**config.mk**
```make
export PLATFORM = sky130hd
export DESIGN_NAME = spi_slave_rx_tx
export DESIGN_NICKNAME = d
export VERILOG_FILES = /design/src/rtl/spi_pkg.sv /design/src/rtl/spi_sync_edge.sv /design/src/rtl/spi_slave_rx_tx.sv
export SDC_FILE = /design/constraint.sdc
export NUM_CORES = 1
export LEC_CHECK = 0
export CAP_MARGIN = 20
export CORE_UTILIZATION = 61
export CTS_CLUSTER_SIZE = 24
export DETAILED_ROUTE_END_ITERATION = 12
export GPL_TIMING_DRIVEN = 0
export PLACE_DENSITY = 0.87
export SYNTH_ARGS = -nofsm -noshare
export SYNTH_HDL_FRONTEND = slang
export SYNTH_HIERARCHICAL = 1
export SYNTH_SLANG_ARGS = --single-unit
```
**constraint.sdc**
```tcl
create_clock -name clock -period 2.75 [get_ports clock]
set_input_delay 0.55 -clock clock [delete_from_list [all_inputs] [get_ports clock]]
set_output_delay 0.55 -clock clock [all_outputs]
set_load 0.01 [all_outputs]
```
**src/rtl/spi_pkg.sv**
```systemverilog
// Shared constants and FSM encoding for the SPI responder.
package spi_pkg;

  localparam int SPI_WIDTH       = 32;
  localparam int SPI_SYNC_STAGES = 2;

  localparam logic LSB_FIRST = 1'b0;
  localparam logic MSB_FIRST = 1'b1;

  typedef enum logic [2:0] {
    ST_ABORT     = 3'd0,
    ST_IDLE      = 3'd1,
    ST_ACTIVE    = 3'd2,
    ST_DONE      = 3'd3,
    ST_DONE_HOLD = 3'd4
  } state_t;

  function automatic int count_width(input int width);
    return $clog2(width + 1);
  endfunction

endpackage

```
**src/rtl/spi_sync_edge.sv**
```systemverilog
// Multi-flop synchronizer for one asynchronous SPI pin, with rise/fall detect
// taken from the last two synchronized samples.
module spi_sync_edge
  import spi_pkg::*;
#(
  parameter int   SYNC_STAGES = SPI_SYNC_STAGES,
  parameter logic RESET_LEVEL = 1'b1
) (
  input  logic clock,
  input  logic reset,
  input  logic pin,
  output logic level,
  output logic rise,
  output logic fall
);

  logic [SYNC_STAGES-1:0] stage_reg;
  logic                   prev_reg;

  always_ff @(posedge clock or negedge reset) begin
    if (!reset) begin
      stage_reg <= {SYNC_STAGES{RESET_LEVEL}};
      prev_reg  <= RESET_LEVEL;
    end else begin
      stage_reg <= {stage_reg[SYNC_STAGES-2:0], pin};
      prev_reg  <= stage_reg[SYNC_STAGES-1];
    end
  end

  assign level = stage_reg[SYNC_STAGES-1];
  assign rise  = stage_reg[SYNC_STAGES-1] & ~prev_reg;
  assign fall  = ~stage_reg[SYNC_STAGES-1] & prev_reg;

endmodule

```
**src/rtl/spi_slave_rx_tx.sv**
```systemverilog
// SPI responder (sclk idles high, ss active-low, drive on fall, sample on rise).
// Optional frame_err output enabled by defining SPI_SLAVE_FRAME_ERR_EN.
module spi_slave_rx_tx
  import spi_pkg::*;
#(
  parameter int WIDTH       = SPI_WIDTH,
  parameter int SYNC_STAGES = SPI_SYNC_STAGES
) (
  input  logic             clock,
  input  logic             reset,
  input  logic             mlb,
  input  logic [WIDTH-1:0] tx_data,
  input  logic             tx_load,
  output logic [WIDTH-1:0] rx_data,
  output logic             rx_valid,
  output logic             busy,
  input  logic             sclk,
  input  logic             ss,
  input  logic             din,
`ifdef SPI_SLAVE_FRAME_ERR_EN
  output logic             frame_err,
`endif
  output logic             dout
);

  localparam int CNT_W = count_width(WIDTH);
  localparam logic [CNT_W-1:0] LAST_BIT = CNT_W'(WIDTH - 1);

  logic sclk_level, sclk_rise, sclk_fall;
  logic ss_level, ss_rise, ss_fall;
  logic din_level, din_rise_unused, din_fall_unused;

  spi_sync_edge #(.SYNC_STAGES(SYNC_STAGES), .RESET_LEVEL(1'b1)) u_sync_sclk (
    .clock (clock),
    .reset (reset),
    .pin   (sclk),
    .level (sclk_level),
    .rise  (sclk_rise),
    .fall  (sclk_fall)
  );

  // ss resets to "selected" so a frame still in flight at reset release is
  // neither mistaken for a fresh ss_fall nor lets ABORT leave early.
  spi_sync_edge #(.SYNC_STAGES(SYNC_STAGES), .RESET_LEVEL(1'b0)) u_sync_ss (
    .clock (clock),
    .reset (reset),
    .pin   (ss),
    .level (ss_level),
    .rise  (ss_rise),
    .fall  (ss_fall)
  );

  spi_sync_edge #(.SYNC_STAGES(SYNC_STAGES), .RESET_LEVEL(1'b0)) u_sync_din (
    .clock (clock),
    .reset (reset),
    .pin   (din),
    .level (din_level),
    .rise  (din_rise_unused),
    .fall  (din_fall_unused)
  );

  state_t           state_reg;
  logic [WIDTH-1:0] hold_reg;
  logic [WIDTH-1:0] tx_shift_reg;
  logic [WIDTH-1:0] rx_shift_reg;
  logic [CNT_W-1:0] count_reg;
  logic             order_reg;
  logic [WIDTH-1:0] rx_data_reg;
  logic             rx_valid_reg;
  logic             busy_reg;
  logic             dout_reg;
`ifdef SPI_SLAVE_FRAME_ERR_EN
  logic             frame_err_reg;
`endif

  always_ff @(posedge clock or negedge reset) begin
    if (!reset) begin
      state_reg     <= ST_ABORT;
      hold_reg      <= '1;
      tx_shift_reg  <= '1;
      rx_shift_reg  <= '0;
      count_reg     <= '0;
      order_reg     <= MSB_FIRST;
      rx_data_reg   <= '0;
      rx_valid_reg  <= 1'b0;
      busy_reg      <= 1'b0;
      dout_reg      <= 1'b1;
`ifdef SPI_SLAVE_FRAME_ERR_EN
      frame_err_reg <= 1'b0;
`endif
    end else begin
      rx_valid_reg  <= 1'b0;
`ifdef SPI_SLAVE_FRAME_ERR_EN
      frame_err_reg <= 1'b0;
`endif
      if (tx_load) begin
        hold_reg <= tx_data;
      end

      case (state_reg)
        ST_ABORT: begin
          busy_reg <= 1'b0;
          dout_reg <= 1'b1;
          if (ss_level) begin
            state_reg <= ST_IDLE;
          end
        end

        ST_IDLE: begin
          busy_reg <= 1'b0;
          dout_reg <= 1'b1;
          if (ss_fall) begin
            state_reg    <= ST_ACTIVE;
            busy_reg     <= 1'b1;
            tx_shift_reg <= tx_load ? tx_data : hold_reg;
            order_reg    <= mlb;
            count_reg    <= '0;
          end
        end

        ST_ACTIVE: begin
          if (sclk_fall) begin
            if (order_reg == MSB_FIRST) begin
              dout_reg     <= tx_shift_reg[WIDTH-1];
              tx_shift_reg <= {tx_shift_reg[WIDTH-2:0], 1'b1};
            end else begin
              dout_reg     <= tx_shift_reg[0];
              tx_shift_reg <= {1'b1, tx_shift_reg[WIDTH-1:1]};
            end
          end
          if (sclk_rise) begin
            if (order_reg == MSB_FIRST) begin
              rx_shift_reg <= {rx_shift_reg[WIDTH-2:0], din_level};
            end else begin
              rx_shift_reg <= {din_level, rx_shift_reg[WIDTH-1:1]};
            end
            count_reg <= count_reg + 1'b1;
          end
          // A final rise coinciding with ss_rise still completes the frame.
          if (sclk_rise && (count_reg == LAST_BIT)) begin
            state_reg <= ST_DONE;
            busy_reg  <= 1'b0;
            dout_reg  <= 1'b1;
          end else if (ss_rise) begin
            state_reg     <= ST_IDLE;
            busy_reg      <= 1'b0;
            dout_reg      <= 1'b1;
`ifdef SPI_SLAVE_FRAME_ERR_EN
            frame_err_reg <= 1'b1;
`endif
          end
        end

        ST_DONE: begin
          busy_reg     <= 1'b0;
          dout_reg     <= 1'b1;
          rx_data_reg  <= rx_shift_reg;
          rx_valid_reg <= 1'b1;
          state_reg    <= ss_level ? ST_IDLE : ST_DONE_HOLD;
        end

        ST_DONE_HOLD: begin
          busy_reg <= 1'b0;
          dout_reg <= 1'b1;
          if (ss_level) begin
            state_reg <= ST_IDLE;
          end
`ifdef SPI_SLAVE_FRAME_ERR_EN
          if (sclk_rise) begin
            frame_err_reg <= 1'b1;
          end
`endif
        end

        default: begin
          state_reg <= ST_ABORT;
          busy_reg  <= 1'b0;
          dout_reg  <= 1'b1;
        end
      endcase
    end
  end

  assign rx_data  = rx_data_reg;
  assign rx_valid = rx_valid_reg;
  assign busy     = busy_reg;
  assign dout     = dout_reg;
`ifdef SPI_SLAVE_FRAME_ERR_EN
  assign frame_err = frame_err_reg;
`endif

  // sclk level is only consumed through its edges.
  logic sclk_level_unused;
  assign sclk_level_unused = sclk_level;

endmodule
```
* Yosys cells after proc, flatten, opt, wreduce, memory -nomap -nowiden
Index checks and enable logic that the tools add are counted.
** Word-level totals
- Register bits :: 149
- Latch bits :: 0
- Bits in writable memories :: 0
- Memory bits (read-only) :: 0
- Output and inout bits :: 35
- Logic and storage cells :: 69
- Memories :: 0
** Cells by class
- $add $sub $neg :: 1
- Multiply operators :: 0
- Div/mod/pow operators :: 0
- Magnitude comparators :: 0
- Equality and inequality tests :: 11
- Shift-type cells :: 0
- Muxes and demuxes :: 25
- Bitwise operators :: 8
- Reduce and logical (&&, ||, !) cells :: 9
** Operators by type and width (count)
- 2-to-1 mux 32 bit :: 5
- one-hot mux 32 bit (2 select lines) :: 1
- 2-to-1 mux 3 bit :: 5
- 2-to-1 mux 6 bit :: 2
- one-hot mux 3 bit (4 select lines) :: 1
- one-hot mux 6 bit (2 select lines) :: 1
- 2-to-1 mux 1 bit :: 9
- AND reduction 3 bit :: 3
- adder 6 x 1 -> 6 bit, second input constant :: 1
- equality test 3 x 2 -> 1 bit, second input constant :: 2
- equality test 6 x 5 -> 1 bit, second input constant :: 1
- != test 2 bit, second input constant :: 3
- bitwise AND 1 bit :: 4
- != test 4 bit, second input constant :: 1
- inverter 1 bit :: 4
- AND reduction 2 bit :: 2
- equality test 3 x 1 -> 1 bit, second input constant :: 1
- equality test 3 bit, second input constant :: 1
- logical NOT 3 bit :: 1
- != test 3 bit, second input constant :: 1
- != test 2 x 1 -> 1 bit, second input constant :: 1
- one-hot mux 1 bit (2 select lines) :: 1
- nonzero test 2 bit :: 1
- OR reduction 2 bit :: 1
- logical AND 1 bit :: 1

* Depth between registers and ports, before layout
Gate-level depths: netlist (run 1).
- Depth after elaboration :: 6
- Gate-level depth with buffers :: 7

* Modules after synthesis
The synthesis (run 1) kept the hierarchy.
** Modules (own cells, without submodules)
- spi_slave_rx_tx :: times used 1, cells each 515, area an instance 6631.4 um2, sequential area each 3611.0 um2
- spi_sync_edge at u_sync_din ... :: times used 2, cells each 5, area an instance 90.1 um2, sequential area each 75.1 um2
- spi_sync_edge at u_sync_sclk :: times used 1, cells each 5, area an instance 93.8 um2, sequential area each 78.8 um2

* Least setup slack after synthesis (run 1)
No wires, ideal clock.
- Path type :: in2reg
- Start point :: input port tx_load
- End point :: register tx_shift_reg[11]
- Library setup time :: 0.087 ns
- Arrival :: 1.479 ns
- Required time :: 2.663 ns
- Slack :: 1.185 ns
- Cell stages on the path :: 5
- Buffers on the path :: 2
- Cells stage by stage :: clkbuf_1 buf_2 mux2_2 mux2i_1 mux2i_1
** Between the ends
- Cells in the longest elaborated chain, start to end :: 3
** Ends and longest elaborated chain
- start: declaration :: RTL line spi_slave_rx_tx.sv:13 : input logic tx_load,
- 2-to-1 mux 32 bit :: RTL line spi_slave_rx_tx.sv:115 : tx_shift_reg <= tx_load ? tx_data : hold_reg;
- 2-to-1 mux 32 bit :: RTL line spi_slave_rx_tx.sv:112 : if (ss_fall) begin
- one-hot mux 32 bit (2 select lines) :: RTL line spi_slave_rx_tx.sv:100 : case (state_reg)
- end signal: assignment :: RTL line spi_slave_rx_tx.sv:115
- end signal: assignment :: RTL line spi_slave_rx_tx.sv:125 : tx_shift_reg <= {tx_shift_reg[WIDTH-2:0], 1'b1};
- end signal: assignment :: RTL line spi_slave_rx_tx.sv:128 : tx_shift_reg <= {1'b1, tx_shift_reg[WIDTH-1:1]};
- end: declaration :: RTL line spi_slave_rx_tx.sv:64 : logic [WIDTH-1:0] tx_shift_reg;
Every way passes these cells. The select of a mux whose other input is x is not followed.
A chain may end at the register's enable or synchronous reset.

* Worst setup path in the final report (run 1)
- Start point :: register dout_reg, in the netlist dout
- End point :: output port dout
** RTL lines
- start: declaration :: RTL line spi_slave_rx_tx.sv:71 : logic dout_reg;
- start signal: assignment :: RTL line spi_slave_rx_tx.sv:124 : dout_reg <= tx_shift_reg[WIDTH-1];
- start signal: assignment :: RTL line spi_slave_rx_tx.sv:127 : dout_reg <= tx_shift_reg[0];
- end: declaration :: RTL line spi_slave_rx_tx.sv:23 : output logic dout
No word-level cell between the ends.

==> results of run 1 <==
layout make-up:
cell class,instances,area share
Timing Repair Buffer,73,0.0896
Clock inverter,11,0.0115
Multi-Input combinational cell,311,0.323
Buffer,33,0.0266
Inverter,34,0.0153
Clock buffer,21,0.0576
Sequential cell,149,0.456
Tap cell,140,0.0209
power groups by stage:
stage	Sequential (mW)	Combinational (mW)	Clock, mW
6_report	3.01	1.84	2.22
3_3_place_gp	3.02	1.75	0
3_5_place_dp	3.04	1.85	0
4_1_cts	3.01	1.87	2.27
5_1_grt	3.06	2.01	2.35
2_1_floorplan	2.96	1.46	0
layout by cell type, fill, tap and decap left out, types with 2 or more instances in the layout:
| cell type | n |
|---|---|
| dfrtp_1 | 80 |
| o311a_1 | 2 |
| clkinv_2 | 4 |
| buf_6 | 8 |
| clkinvlp_4 | 3 |
| clkbuf_16 | 18 |
| nand3b_1 | 2 |
| nor2b_1 | 2 |
| nand2b_1 | 4 |
| mux2_1 | 8 |
| nand3_1 | 4 |
| o21ai_0 | 34 |
| buf_2 | 10 |
| clkinv_4 | 2 |
| buf_4 | 9 |
| a211oi_1 | 2 |
| mux2i_1 | 100 |
| clkdlybuf4s50_1 | 71 |
| clkbuf_8 | 2 |
| and2b_2 | 2 |
| clkbuf_1 | 8 |
| dfstp_2 | 69 |
| mux2_2 | 87 |
| nand4bb_1 | 2 |
| inv_1 | 34 |
| nand2_1 | 46 |
routing by layer:
metal / share of wire / vias up / global-route usage / routed length, um
met5: 0 / - / 0 / 0
met4: 0.021 / 0 / 0.0998 / 270
met3: 0.045 / 25 / 0.0675 / 567
met2: 0.51 / 81 / 0.405 / 6420
met1: 0.43 / 2119 / 0.293 / 5440
li1: - / 2002 / - / -
worst max-delay path by stage:
stage / start / end / slack [ns] / cells past startpoint
4_1_cts: dout$_DFFE_PN1P_ / dout / 0.58 / 1
3_5_place_dp: u_sync_sclk/stage_reg[1]$_DFF_PN1_ / rx_shift_reg[23]$_DFFE_PN0P_ / 0.96 / 7
2_1_floorplan: tx_load / tx_shift_reg[11]$_DFFE_PN1P_ / 1.18 / 5
3_3_place_gp: reset / rx_data[14]$_DFFE_PN0N_ / -4.48 / 1
6_report: dout$_DFFE_PN1P_ / dout / 0.61 / 1
5_1_grt: dout$_DFFE_PN1P_ / dout / 0.58 / 1
==> impl_metrics.py, run 1 <==
metrics = {
    "clocking": {
        "holdBufCountCts": 0,
        "tritoncts_sinks": 149,
        "cts_repair_resize_count": 0,
        "numCtsBuffers": 17,
        "clock_tree.buffer_depth": 2,
        "cts_setup_buffers": 0,
        "cts-htree-levels": 4,
        "cts_tree": "yes",
        "cts.reportedPaths.clkPinSlew_ns": 0.06,
        "clock_latency_ns": 0.53,
        "root_buffer": "clkbuf_8",
    },
    "sta": {
        "unrepaired_setup_endpoints_after_global_routing": "no",
        "fin_worst_skew_ns": 0.00557,
        "finalCriticalPeriod_ns": 2.14,
        "final-setup-viol-count": 0,
        "post-route-period-util": 0.777,
        "timing.fmax_mhz": 468,
        "finalSetupTns_ns": 0,
        "worstMarginPinSlew_ns": 0.627,
        "timing.hold.ws_ns": 0.0435,
        "finalWorstSetupSlack_ns": 0.614,
        "timing.max_slew.rel_slack": 0.582,
        "final_hold_viol_count": 0,
        "final_max_slew_viol_count": 0,
    },
    "global_routing": {
        "antenna_found_initial": 0,
        "grt_start_max_net_pins": 80,
        "grt_use_total": 0.241,
        "grt_first_pass_wirelength_mm": 21.5,
        "globalRoute.totalOverflow": 0,
        "first_global_vias": 4508,
    },
    "layout": {
        "post_route_cells_drive_above_1_share": 0.353,
        "antennaDiodeCount": 0,
        "footprint_of_the_flip_flops_and_latches_mm2": 0.00381,
        "net_count_reported_at_finish": 659,
        "final_cell_utilization_of_the_core": 0.769,
        "layout.filler_cells": 698,
        "layout-area-overhead-vs-synth_pct": 21.9,
        "post_layout_nonfiller_instances": 772,
        "final_area_mm2": 0.00837,
        "area_of_combinational_cells_with_multiple_inputs_mm2": 0.00270,
    },
    "setup_path": {
        "path_cells": "clkdlybuf4s50_1",
        "reg2reg_path_depth": 7,
        "worst_path_largest_cell_delay_ns": 0.53,
        "timing_worst_setup_path_type": "reg -> out",
        "cp_slowest_cell": "dfstp_2",
        "r2r_setup_slack_ns": 0.90,
        "worst_ep_arrival_time_ns": 1.59,
        "reg2reg_from": "u_sync_sclk/stage_reg[1]$_DFF_PN1_",
        "critPathCaptureType": "output port",
        "timing.critical_path.fanout_max": 2,
        "cp.required_ns": 2.20,
        "setup.worst_path.start_class": "flip-flop",
        "critical_path.n_buffers_inverters": 1,
        "r2r_end": "rx_shift_reg[23]$_DFFE_PN0P_",
        "worst_path_dominant_cell_family": "flip-flops",
    },
    "min_path": {
        "hold_path_class": "in -> async",
    },
    "placement": {
        "detailedPlace.worstSlack_ns": 0.958,
        "placedCellCount": 740,
        "globalplace.congestion": 0.750,
        "hpwlAfterDp_mm": 8.44,
        "place.port_buffers": 72,
        "dpl-instance-area_mm2": 0.00779,
    },
    "drt": {
        "drtPass1Iterations": 4,
        "detail_route.wirelength_mm": 12.7,
        "drt.antenna.violating_nets": 0,
        "dr_drc_count": 0,
        "detail_route.wl_per_cell_um": 16.5,
        "initialDrtViolationCount": 183,
        "via_count_of_the_routed_design": 4227,
        "post_drt_via_cell_ratio": 5.48,
    },
    "floorplanning": {
        "floorplan.rows": 38,
        "fp.coreArea_mm2": 0.0109,
        "dieArea_mm2": 0.0117,
        "floorplan.die.height_um": 108,
        "io_pins": 74,
        "effective_utilization_at_floorplan": 0.631,
        "chipWidth_um": 108,
    },
    "power": {
        "switching_power_mw": 1.99,
        "power.share.clock": 0.314,
        "power_density_mw_per_mm2": 845,
        "cellLeakagePower_nw": 3.63,
        "cell_internal_pwr_mw": 5.08,
        "vdd.ir_drop.worst_uv": 591,
        "design_power_total_mw": 7.07,
        "seq_power_share": 0.426,
        "pwr-share-comb": 0.261,
        "power_switching_share": 0.281,
    },
    "logic_synthesis": {
        "avgSynthCellArea_um2": 13.0,
        "postSynthCellCount": 527,
        "post_synth_instance_area_mm2": 0.00687,
        "postSynthNetCount": 567,
        "yosys_warnings": 6,
    },
    "run": {
        "max_cap_violations": 0,
    },
    "run_status": {
        "result_of_the_run": "completed",
    },
}
Note: power is estimated with default switching activity, not from simulation.
==> run 2: changes to the inputs <==
--- a/config.mk
+++ b/config.mk
@@ -6,11 +6,11 @@
 export NUM_CORES = 1
 export LEC_CHECK = 0
 export CAP_MARGIN = 20
-export CORE_UTILIZATION = 61
+export CORE_UTILIZATION = 57
 export CTS_CLUSTER_SIZE = 24
 export DETAILED_ROUTE_END_ITERATION = 12
 export GPL_TIMING_DRIVEN = 0
-export PLACE_DENSITY = 0.87
+export PLACE_DENSITY = 0.82
 export SYNTH_ARGS = -nofsm -noshare
 export SYNTH_HDL_FRONTEND = slang
 export SYNTH_HIERARCHICAL = 1
==> constraint.sdc (replaced) <==
create_clock -name clock -period 2.03 [get_ports clock]
set_input_delay 0.406 -clock clock [delete_from_list [all_inputs] [get_ports clock]]
set_output_delay 0.406 -clock clock [all_outputs]
set_load 0.01 [all_outputs]
==> impl_metrics.py, run 2 (synthesis results as in run 1) <==
metrics = {
    "run_status": {
        "result_of_the_run": "finished with violations",
        "violations": "DRC",
    },
    "sta": {
        "worstMarginPinSlew_ns": 0.625,
        "final_hold_viol_count": 0,
        "finalCriticalPeriod_ns": 1.88,
        "final-setup-viol-count": 0,
        "timing.fmax_mhz": 532,
        "fin_worst_skew_ns": 0.00703,
        "unrepaired_setup_endpoints_after_global_routing": "no",
        "timing.max_slew.rel_slack": 0.583,
        "timing.hold.ws_ns": 0.0160,
        "post-route-period-util": 0.926,
        "final_max_slew_viol_count": 0,
    },
    "global_routing": {
        "grt_first_pass_wirelength_mm": 22.3,
        "globalRoute.totalOverflow": 0,
        "antenna_found_initial": 0,
        "grt_start_max_net_pins": 83,
        "first_global_vias": 4659,
        "grt_use_total": 0.229,
    },
    "setup_path": {
        "timing_worst_setup_path_type": "reg -> out",
        "worst_path_largest_cell_delay_ns": 0.53,
        "path_cells": "clkdlybuf4s50_1",
        "cp.required_ns": 1.62,
        "setup.worst_path.start_class": "flip-flop",
        "worst_ep_arrival_time_ns": 1.47,
        "timing.critical_path.fanout_max": 2,
        "worst_path_dominant_cell_family": "flip-flops",
        "critical_path.n_buffers_inverters": 1,
        "critPathCaptureType": "output port",
        "cp_slowest_cell": "dfstp_2",
    },
    "clocking": {
        "clock_latency_ns": 0.42,
        "cts_setup_buffers": 0,
        "cts-htree-levels": 4,
        "root_buffer": "clkbuf_16",
        "cts_tree": "yes",
        "clock_tree.buffer_depth": 2,
        "numCtsBuffers": 17,
        "tritoncts_sinks": 149,
        "cts_repair_resize_count": 0,
        "holdBufCountCts": 0,
        "cts.reportedPaths.clkPinSlew_ns": 0.06,
    },
    "drt": {
        "via_count_of_the_routed_design": 4273,
        "drt.antenna.violating_nets": 0,
        "initialDrtViolationCount": 151,
        "post_drt_via_cell_ratio": 5.51,
        "detail_route.wl_per_cell_um": 16.8,
        "detail_route.wirelength_mm": 13.0,
        "drtPass1Iterations": 8,
        "dr_drc_count": 6,
    },
    "floorplanning": {
        "effective_utilization_at_floorplan": 0.594,
        "fp.coreArea_mm2": 0.0116,
        "dieArea_mm2": 0.0125,
        "chipWidth_um": 112,
        "floorplan.rows": 39,
        "io_pins": 74,
        "floorplan.die.height_um": 112,
    },
    "placement": {
        "place.port_buffers": 72,
        "globalplace.congestion": 0.752,
        "hpwlAfterDp_mm": 8.47,
    },
    "layout": {
        "post_route_cells_drive_above_1_share": 0.348,
        "layout-area-overhead-vs-synth_pct": 23.4,
        "layout_commonest_cell": "mux2i_1",
        "layout.filler_cells": 768,
        "net_count_reported_at_finish": 659,
        "antennaDiodeCount": 0,
        "most-common-layout-cells": "mux2i_1 (100), mux2_2 (87), dfrtp_1 (80), clkdlybuf4s50_1 (71), dfstp_2 (69)",
    },
    "power": {
        "vdd.ir_drop.worst_uv": 572,
        "design_power_total_mw": 10.2,
        "cellLeakagePower_nw": 3.68,
        "power_density_mw_per_mm2": 1200,
    },
    "run": {
        "max_cap_violations": 0,
    },
    "min_path": {
        "hold_path_class": "in -> async",
    },
}
==> run 2: cell types whose count changed in the layout (fill, tap and decap cells not counted), moves of 3 or more <==
| cell | before | now |
|---|---|---|
| clkinv_2 | 4 | 1 |
| clkbuf_1 | 8 | 11 |
| clkinvlp_4 | 3 | 0 |
| bufinv_16 | 1 | 6 |
==> run 2: layout make-up <==
cell class / count / area [um2] / area share
multi-input combinational: 311 / 2700 / 0.319
clock inverter: 8 / 194 / 0.0229
clock buffer: 24 / 482 / 0.0569
buffer: 33 / 223 / 0.0263
sequential: 149 / 3810 / 0.450
timing repair buffer: 73 / 749 / 0.0885
tap: 143 / 179 / 0.0211
inverter: 34 / 128 / 0.0151
==> run 2: per-stage QoR <==
| step | instances | TNS (ns) | utilization | setup WS, ns | instance area [um2] |
|---|---|---|---|---|---|
| floorplan | 527 | 0 | - | 0.488 | 6870 |
| global placement | 742 | -638.13 | 0.671 | -5.12 | 7760 |
| detailed placement | 743 | 0 | 0.674 | 0.234 | 7790 |
| CTS | 775 | 0 | 0.732 | 0.121 | 8470 |
| global route | 775 | 0 | 0.732 | 0.102 | 8470 |
| finish | 775 | 0 | 0.732 | 0.149 | 8470 |
==> run 2: power by group <==
group | leakage (nW) | internal [mW] | switching [mW]
Clock | 0.329 | 2.40 | 1.18
Sequential | 1.83 | 3.75 | 0.342
Combinational | 1.52 | 1.34 | 1.17
==> run 2: worst paths after layout <==
| path | startpoint | end | slack [ns] | cells past startpoint |
|---|---|---|---|---|
| max in group asynchronous | reset | tx_shift_reg[1]$_DFFE_PN1P_ | 1.20 | 2 |
| min in group clock | u_sync_din/stage_reg[0]$_DFF_PN0_ | u_sync_din/stage_reg[1]$_DFF_PN0_ | 0.35 | 0 |
| worst min-delay path | reset | rx_data[5]$_DFFE_PN0N_ | 0.02 | 1 |
| worst max register to register | u_sync_sclk/stage_reg[1]$_DFF_PN1_ | rx_shift_reg[27]$_DFFE_PN0P_ | 0.21 | 7 |
| worst max-delay path | dout$_DFFE_PN1P_ | dout | 0.15 | 1 |
| worst min register to register | u_sync_din/stage_reg[0]$_DFF_PN0_ | u_sync_din/stage_reg[1]$_DFF_PN0_ | 0.35 | 0 |
==> run 2: metal layers <==
metal / GRT usage / vias to the layer above / part of all wire
met5: 0 / - / 0
met4: 0.0838 / 0 / 0.014
met3: 0.0566 / 13 / 0.038
met2: 0.398 / 81 / 0.51
met1: 0.276 / 2169 / 0.44
li1: - / 2010 / -
